### src/rtl/mac_psum_issuer.sv
// MAC psum producer: reduces LANES signed products per beat to one psum tagged with inter/accum end flags.
// Define MAC_PSUM_ISSUER_PIPE_EN to split the adder tree with an extra register stage (latency 2).
module mac_psum_issuer #(
  parameter int LANES  = 16,
  parameter int IN_W   = 16,
  parameter int PSUM_W = 32,
  parameter int CNT_W  = 16
) (
  input  logic                    mac_psum_issuer_i_clk,
  input  logic                    mac_psum_issuer_i_reset_n,
  input  logic                    mac_psum_issuer_i_cfg_start,
  input  logic [CNT_W-1:0]        mac_psum_issuer_i_cfg_inter_len,
  input  logic [CNT_W-1:0]        mac_psum_issuer_i_cfg_accum_len,
  output logic                    mac_psum_issuer_o_busy,
  input  logic                    mac_psum_issuer_i_prod_valid,
  output logic                    mac_psum_issuer_o_prod_ready,
  input  logic [LANES*IN_W-1:0]   mac_psum_issuer_i_prod_data,
  output logic                    mac_psum_issuer_o_psum_valid,
  input  logic                    mac_psum_issuer_i_psum_ready,
  output logic [PSUM_W-1:0]       mac_psum_issuer_o_psum_data,
  output logic                    mac_psum_issuer_o_inter_end,
  output logic                    mac_psum_issuer_o_accum_end
);
  typedef enum logic [0:0] {IDLE = 1'b0, RUN = 1'b1} state_t;

  localparam logic [CNT_W-1:0] CNT_ZERO = {CNT_W{1'b0}};
  localparam logic [CNT_W-1:0] CNT_ONE  = {{(CNT_W-1){1'b0}}, 1'b1};

  state_t            state_r, state_nxt_s;
  logic              run_s, busy_s, start_s, accept_s, prod_ready_s;
  logic              out_move_s, load_ok_s, inter_tag_s, accum_tag_s;
  logic [CNT_W-1:0]  inter_len_r, accum_len_r, inter_cnt_r, seg_cnt_r;
  logic              out_valid_r, out_inter_r, out_accum_r;
  logic [PSUM_W-1:0] out_data_r;

  function automatic logic [PSUM_W-1:0] sext_lane(input logic [LANES*IN_W-1:0] data, input int idx);
    logic [IN_W-1:0] lane;
    lane = data[idx*IN_W +: IN_W];
    return {{(PSUM_W-IN_W){lane[IN_W-1]}}, lane};
  endfunction

  assign out_move_s   = !out_valid_r || mac_psum_issuer_i_psum_ready;
  assign start_s      = mac_psum_issuer_i_cfg_start && !busy_s;
  assign accept_s     = mac_psum_issuer_i_prod_valid && prod_ready_s;
  assign inter_tag_s  = (inter_cnt_r == (inter_len_r - CNT_ONE));
  assign accum_tag_s  = inter_tag_s && (seg_cnt_r == (accum_len_r - CNT_ONE));

  // FSM state register
  always_ff @(posedge mac_psum_issuer_i_clk or negedge mac_psum_issuer_i_reset_n) begin
    if (!mac_psum_issuer_i_reset_n) begin
      state_r <= IDLE;
    end else begin
      state_r <= state_nxt_s;
    end
  end

  // FSM next-state logic
  always_comb begin
    state_nxt_s = state_r;
    case (state_r)
      IDLE: begin
        if (start_s) state_nxt_s = RUN;
        else         state_nxt_s = IDLE;
      end
      RUN: begin
        if (accept_s && accum_tag_s) state_nxt_s = IDLE;
        else                         state_nxt_s = RUN;
      end
      default: state_nxt_s = IDLE;
    endcase
  end

  // FSM outputs
  always_comb begin
    run_s        = (state_r == RUN);
    prod_ready_s = run_s && load_ok_s;
  end

  // Latched lengths and beat/segment counters
  always_ff @(posedge mac_psum_issuer_i_clk or negedge mac_psum_issuer_i_reset_n) begin
    if (!mac_psum_issuer_i_reset_n) begin
      inter_len_r <= CNT_ZERO;
      accum_len_r <= CNT_ZERO;
      inter_cnt_r <= CNT_ZERO;
      seg_cnt_r   <= CNT_ZERO;
    end else if (start_s) begin
      inter_len_r <= (mac_psum_issuer_i_cfg_inter_len == CNT_ZERO) ? CNT_ONE : mac_psum_issuer_i_cfg_inter_len;
      accum_len_r <= (mac_psum_issuer_i_cfg_accum_len == CNT_ZERO) ? CNT_ONE : mac_psum_issuer_i_cfg_accum_len;
      inter_cnt_r <= CNT_ZERO;
      seg_cnt_r   <= CNT_ZERO;
    end else if (accept_s) begin
      if (accum_tag_s) begin
        inter_cnt_r <= CNT_ZERO;
        seg_cnt_r   <= CNT_ZERO;
      end else if (inter_tag_s) begin
        inter_cnt_r <= CNT_ZERO;
        seg_cnt_r   <= seg_cnt_r + CNT_ONE;
      end else begin
        inter_cnt_r <= inter_cnt_r + CNT_ONE;
      end
    end
  end

`ifdef MAC_PSUM_ISSUER_PIPE_EN
  // First half of the tree reduces groups of GRP lanes; the second half sums the groups.
  localparam int HALF_LVL = $clog2(LANES) / 2;
  localparam int GRP      = 1 << HALF_LVL;
  localparam int NGRP     = LANES / GRP;

  logic [PSUM_W-1:0] grp_sum_s [NGRP];
  logic [PSUM_W-1:0] s1_psum_r [NGRP];
  logic [PSUM_W-1:0] final_sum_s;
  logic              s1_valid_r, s1_inter_r, s1_accum_r, s1_move_s;

  assign s1_move_s = !s1_valid_r || out_move_s;
  assign load_ok_s = s1_move_s;
  assign busy_s    = run_s || s1_valid_r || out_valid_r;

  // Group partial sums from the raw lanes
  always_comb begin
    for (int g = 0; g < NGRP; g++) begin
      grp_sum_s[g] = {PSUM_W{1'b0}};
      for (int i = 0; i < GRP; i++) begin
        grp_sum_s[g] = grp_sum_s[g] + sext_lane(mac_psum_issuer_i_prod_data, g*GRP + i);
      end
    end
  end

  // Final reduction of the registered group sums
  always_comb begin
    final_sum_s = {PSUM_W{1'b0}};
    for (int g = 0; g < NGRP; g++) begin
      final_sum_s = final_sum_s + s1_psum_r[g];
    end
  end

  // Mid-tree register stage with its flags
  always_ff @(posedge mac_psum_issuer_i_clk or negedge mac_psum_issuer_i_reset_n) begin
    if (!mac_psum_issuer_i_reset_n) begin
      s1_valid_r <= 1'b0;
      s1_inter_r <= 1'b0;
      s1_accum_r <= 1'b0;
      for (int g = 0; g < NGRP; g++) s1_psum_r[g] <= {PSUM_W{1'b0}};
    end else if (s1_move_s) begin
      s1_valid_r <= accept_s;
      s1_inter_r <= accept_s && inter_tag_s;
      s1_accum_r <= accept_s && accum_tag_s;
      if (accept_s) begin
        for (int g = 0; g < NGRP; g++) s1_psum_r[g] <= grp_sum_s[g];
      end
    end
  end

  // Output register fed from the mid-tree stage
  always_ff @(posedge mac_psum_issuer_i_clk or negedge mac_psum_issuer_i_reset_n) begin
    if (!mac_psum_issuer_i_reset_n) begin
      out_valid_r <= 1'b0;
      out_inter_r <= 1'b0;
      out_accum_r <= 1'b0;
      out_data_r  <= {PSUM_W{1'b0}};
    end else if (out_move_s) begin
      out_valid_r <= s1_valid_r;
      out_inter_r <= s1_valid_r && s1_inter_r;
      out_accum_r <= s1_valid_r && s1_accum_r;
      if (s1_valid_r) out_data_r <= final_sum_s;
    end
  end
`else
  logic [PSUM_W-1:0] sum_s;

  assign load_ok_s = out_move_s;
  assign busy_s    = run_s || out_valid_r;

  // Full adder tree over all lanes
  always_comb begin
    sum_s = {PSUM_W{1'b0}};
    for (int i = 0; i < LANES; i++) begin
      sum_s = sum_s + sext_lane(mac_psum_issuer_i_prod_data, i);
    end
  end

  // Output register: drain and refill in the same cycle is allowed
  always_ff @(posedge mac_psum_issuer_i_clk or negedge mac_psum_issuer_i_reset_n) begin
    if (!mac_psum_issuer_i_reset_n) begin
      out_valid_r <= 1'b0;
      out_inter_r <= 1'b0;
      out_accum_r <= 1'b0;
      out_data_r  <= {PSUM_W{1'b0}};
    end else if (out_move_s) begin
      out_valid_r <= accept_s;
      out_inter_r <= accept_s && inter_tag_s;
      out_accum_r <= accept_s && accum_tag_s;
      if (accept_s) out_data_r <= sum_s;
    end
  end
`endif

  assign mac_psum_issuer_o_busy       = busy_s;
  assign mac_psum_issuer_o_prod_ready = prod_ready_s;
  assign mac_psum_issuer_o_psum_valid = out_valid_r;
  assign mac_psum_issuer_o_psum_data  = out_data_r;
  assign mac_psum_issuer_o_inter_end  = out_inter_r;
  assign mac_psum_issuer_o_accum_end  = out_accum_r;

endmodule

### config.mk
export PLATFORM = sky130hd
export DESIGN_NAME = mac_psum_issuer
export DESIGN_NICKNAME = d
export VERILOG_FILES = /design/src/rtl/mac_psum_issuer.sv
export SDC_FILE = /design/constraint.sdc
export NUM_CORES = 1
export LEC_CHECK = 0
export CAP_MARGIN = 0
export CELL_PAD_IN_SITES_DETAIL_PLACEMENT = 1
export CELL_PAD_IN_SITES_GLOBAL_PLACEMENT = 1
export CORE_MARGIN = 8
export CORE_UTILIZATION = 33
export CTS_BUF_LIST = sky130_fd_sc_hd__clkbuf_16
export DETAILED_ROUTE_END_ITERATION = 8
export PLACE_DENSITY_LB_ADDON = 0.1
export SLEW_MARGIN = 20
export SYNTH_ARGS = -nofsm -noshare
export SYNTH_HDL_FRONTEND = slang
export SYNTH_SLANG_ARGS = --single-unit
### constraint.sdc
create_clock -name mac_psum_issuer_i_clk -period 9.5 [get_ports mac_psum_issuer_i_clk]
set_input_delay 1.425 -clock mac_psum_issuer_i_clk [delete_from_list [all_inputs] [get_ports mac_psum_issuer_i_clk]]
set_output_delay 1.425 -clock mac_psum_issuer_i_clk [all_outputs]
set_load 0.02 [all_outputs]
; ---- Word level (Yosys, flattened, before mapping)
; Index checks and enable logic that the tools add are counted.
[classes]
addsub = 19
eq_ne = 2
n_mux = 13
bitwise_logic = 1
n_reduce_logical = 16
[op_table]
columns = operator, n
row1 = two-way mux 16 bit, 10
row2 = adder 16 x 1 -> 16 bit (second input constant), 2
row3 = equality test 16 bit, 2
row4 = zero test 16 bit, 2
row5 = subtractor 16 x 1 -> 16 bit (second input constant), 2
row6 = adder 30 x 16 -> 31 bit, 1
row7 = adder 29 x 16 -> 30 bit, 1
row8 = adder 28 x 16 -> 29 bit, 1
row9 = adder 27 x 16 -> 28 bit, 1
row10 = adder 26 x 16 -> 27 bit, 1
row11 = adder 25 x 16 -> 26 bit, 1
row12 = adder 24 x 16 -> 25 bit, 1
row13 = adder 23 x 16 -> 24 bit, 1
row14 = adder 22 x 16 -> 23 bit, 1
row15 = adder 21 x 16 -> 22 bit, 1
row16 = adder 20 x 16 -> 21 bit, 1
row17 = adder 19 x 16 -> 20 bit, 1
row18 = adder 18 x 16 -> 19 bit, 1
row19 = adder 17 x 16 -> 18 bit, 1
row20 = adder 16 x 16 -> 17 bit, 1
row21 = logical AND 1 bit, 6
row22 = AND reduction 2 bit, 2
row23 = nonzero test 3 bit, 1
row24 = zero test 1 bit, 2
row25 = other kinds (5), 7
[word_totals]
reg_bits = 100
in_bits = 293
word_cells = 60

; ---- Longest topological paths before layout
[logic_depth]
ltp_word = 15
depth_mapped = 23
depth_no_buf = 23

; ---- Least setup slack after synthesis
; No wires, ideal clock.
[synth_path]
path_kind = in2reg
start = input mac_psum_issuer_i_prod_data[194]
end = register out_data_r[22], in the netlist mac_psum_issuer_o_psum_data[22]
arrival_ns = 6.715
required_time_ns = 9.382
slack_ns = 2.666
cell_stages = 21
path_cell_list = fa_1 -> inv_1 -> fa_1 -> inv_1 -> fa_1 -> inv_1 -> fa_1 -> fa_1 -> fa_1 -> inv_1 -> ha_1 -> inv_1 -> fa_1 -> nor2b_1 -> o21ai_0 -> a21boi_0 -> o221ai_1 -> o211a_1 -> nor3_1 -> a311oi_1 -> a21o_1
[synth_between]
elab_chain_len = 4
[synth_lines]
columns = item, line_no
row1 = "start, declared", 17  ; input logic [LANES*IN_W-1:0] mac_psum_issuer_i_prod_data,
row2 = adder 27 x 16 -> 28 bit, 178  ; sum_s = sum_s + sext_lane(mac_psum_issuer_i_prod_data, i);
row3 = adder 28 x 16 -> 29 bit, 178
row4 = adder 29 x 16 -> 30 bit, 178
row5 = adder 30 x 16 -> 31 bit, 178
row6 = "end signal, assigned", 188  ; out_data_r <= {PSUM_W{1'b0}};
row7 = "end signal, assigned", 193  ; if (accept_s) out_data_r <= sum_s;
row8 = "end, declared", 34  ; logic [PSUM_W-1:0] out_data_r;
; Every way passes these cells.
; A chain may end at the register's enable or synchronous reset.

; ---- Worst setup path after layout
[layout_path]
start = input mac_psum_issuer_i_prod_data[194]
end = register out_data_r[26], in the netlist mac_psum_issuer_o_psum_data[26]
; The elaborated chain is that of the path after synthesis.

==> metrics.txt <==
Slew Limit Fails=0; initial antenna violation count=2; worst hold path depth=2; Vias=10200; Period minus WS final=7.55 ns; worst path bufs/invs=6; CTS Buffer Depth=2; layout cells sized above 1=0.0158; crit path DAT=7.80 ns; Yosys cell types=66; worst path required time=9.75 ns; TritonCTS buffer count=9; DP HPWL=33000 um; die height=211 um; final non-filler cell total=2221; CP max stage cell=fa_1; largest net degree at the start of global routing=66; Root Buffer=clkbuf_16; first-pass GRT wire length=61100 um; Storage cell area=2480 um^2; Synth area leader=fa_1; Worst Hold Path EP=mac_psum_issuer_o_psum_data[9]; RD Place Congestion=0.817; crit-path max FO=5; f_max=0.132 GHz; Worst path top cell family by delay=adder cells; worst r2r path cells=10; M2 GR Usage=0.300; clock skew=0.00925 ns; Syn Area/Cell=9.03 um^2; Most used DFF post-synth=dfrtp_1; Hold Crit Class=flop to flop; Final Hold Fails=0; Yosys top cell area share=0.374; total congestion overflow=0; commonest non-fill, non-tap cell in the layout=inv_1; hold_buf cts=0; CTS H-tree depth=3; R2R Setup Slk=5.04 ns; CP Class=primary input to flop; GRT Max-Usage Layer=met2; slew margin rel.=0.390; Mapped Nets=1952; Worst setup EP type=flop; sequential share of the synthesized area=0.197; Fill cells=4374; #FFs+latches synth=99; CTS resizes=0; Initial Util=0.334; Layout area overhead=32.7%; YS warnings=0; Worst R2R End=seg_cnt_r[12]; multi-input logic area=8420 um^2; Post-synth EDFFs=0; Critical Path, Cell by Cell=clkdlybuf4s50_1, fa_1, inv_1, fa_1, inv_1, fa_1, inv_1, fa_1, fa_1, fa_1, inv_1, ha_1, inv_1, fa_1, nor2b_1, o21ai_0, a21boi_0, o221ai_1, o211a_1, nor3_1, a311oi_1, a21o_1; CTS tree=yes; Syn Inst Count=1392; Worst Max-Slew Pin Slew=0.904 ns; max-cap viol count=0; drt first pass iters=4; gr usage total=0.171; Placed Instances=2205; DR iter-0 viols=402; met3 Use GR=0.0295; CTS sink cnt=99; most frequent CP cell=fa_1; most frequent cells in the layout=412 x inv_1, 328 x clkdlybuf4s50_1, 235 x fa_1; Die X=211 um; Core Area=37600 um^2; antenna viol nets, final=0; synth top area cells=fa_1 37%, dfrtp_1 20%, inv_1 12%; crit start category=primary input; setup bufs post-CTS=0; asr flop ratio synth=1.00; FF-to-FF Start=inter_len_r[0]; outcome=finished clean; Final setup viols=0; per-cell routed wire length=16.9 um; IO Port Bufs=329; mapped cell area=12600 um^2; vias in the first global route=11700; Routed WL=37500 um; Remaining DRCs=0; final net count=2265; setup_tns=0 ns; clock latency on the worst-skew pair=0.36 ns; Largest stage delay, worst path=0.56 ns; CTS clk-pin slew, worst paths=0.06 ns; Vias/cell=4.61; RSZ-0062 raised after global routing=no; die area=44600 um^2; # rows=71; Period Utilization, post-route=0.795; Hold Startpoint=mac_psum_issuer_o_psum_data[9]; I/O Pins=330; met1 track demand over resource=0.219
==> final cells by class <==
class,count,area share
Tap cell,511,0.0383
Timing Repair Buffer,333,0.199
Inverter,411,0.0925
Sequential cell,99,0.149
Clock inverter,5,0.00285
Clock buffer,9,0.0135
Antenna cell,2,0.000300
Multi-Input combinational cell,851,0.505
==> registers in the layout, summed over array words and instances, names as in the netlist <==
name,cells
accum_len_r,16
inter_cnt_r,16
inter_len_r,16
mac_psum_issuer_o_accum_end,1
mac_psum_issuer_o_inter_end,1
mac_psum_issuer_o_psum_data,31
mac_psum_issuer_o_psum_valid,1
run_s,1
seg_cnt_r,16
==> cell usage after synthesis (5+ instances only) <==
cell type / n
inv_1: 411
fa_1: 235
nand2_1: 160
dfrtp_1: 99
o21ai_0: 49
nor2_1: 45
nand3_1: 42
xnor2_1: 35
ha_1: 32
a21oi_1: 31
clkbuf_1: 26
nor3_1: 23
xor2_1: 23
nor4_1: 16
or4_1: 15
and3_1: 12
a21o_1: 9
nand2b_1: 9
nand4_1: 9
and2_1: 7
nor2b_1: 7
o21ai_1: 7
o31ai_1: 7
a31oi_1: 6
o211ai_1: 5
or3_1: 5
==> routing by layer <==
metal | up-vias | part of all wire
met3 | 29 | 0.047
met2 | 199 | 0.51
met4 | 0 | 0.018
met1 | 5171 | 0.42
li1 | 4834 | -
met5 | - | 0
==> kinds of logic after synthesis <==
| logic type | after synthesis | synth area share |
|---|---|---|
| AO/OA/AOI/OAI | 153 | 0.0786 |
| buffers and inverters | 442 | 0.133 |
| AND/OR/NAND/NOR | 368 | 0.141 |
| XOR/XNOR | 58 | 0.0404 |
| multiplexers | 5 | 0.00408 |
| flip-flops | 99 | 0.197 |
| adder cells (fa/ha/maj) | 267 | 0.406 |
==> worst register-to-register path, delay by kind of cell, from the launching register on <==
family | cells | cell delay (ns)
simple gates | 5 | 2.29
compound gates | 3 | 1.26
flops | 1 | 0.44
fa+ha+maj | 1 | 0.22
buf+inv | 1 | 0.11
==> worst max path at each step <==
stage                                           startpoint  slack (ns)  cells after the start                               to
after CTS                 mac_psum_issuer_i_prod_data[194]        1.89                     22  mac_psum_issuer_o_psum_data[26]
after detailed placement  mac_psum_issuer_i_prod_data[194]        1.56                     22  mac_psum_issuer_o_psum_data[24]
after global routing      mac_psum_issuer_i_prod_data[194]        1.45                     22  mac_psum_issuer_o_psum_data[24]
final                     mac_psum_issuer_i_prod_data[194]        1.95                     22  mac_psum_issuer_o_psum_data[26]
after floorplan           mac_psum_issuer_i_prod_data[194]        2.67                     21  mac_psum_issuer_o_psum_data[22]
after global placement    mac_psum_issuer_i_prod_data[194]        1.61                     22  mac_psum_issuer_o_psum_data[28]
==> stage by stage <==
stage	area, um^2	utilization	hold WS, ns	setup WS [ns]
2_1_floorplan	12600	-	0.467	2.67
3_3_place_gp	16400	0.436	0.459	1.61
3_5_place_dp	16400	0.436	0.470	1.56
4_1_cts	16700	0.444	0.488	1.89
5_1_grt	16700	0.444	0.497	1.45
6_report	16700	0.444	0.481	1.95
Power is left out: the tool's default activity adds up to more than one toggle a clock period on the data nets, which glitch-free logic cannot reach.
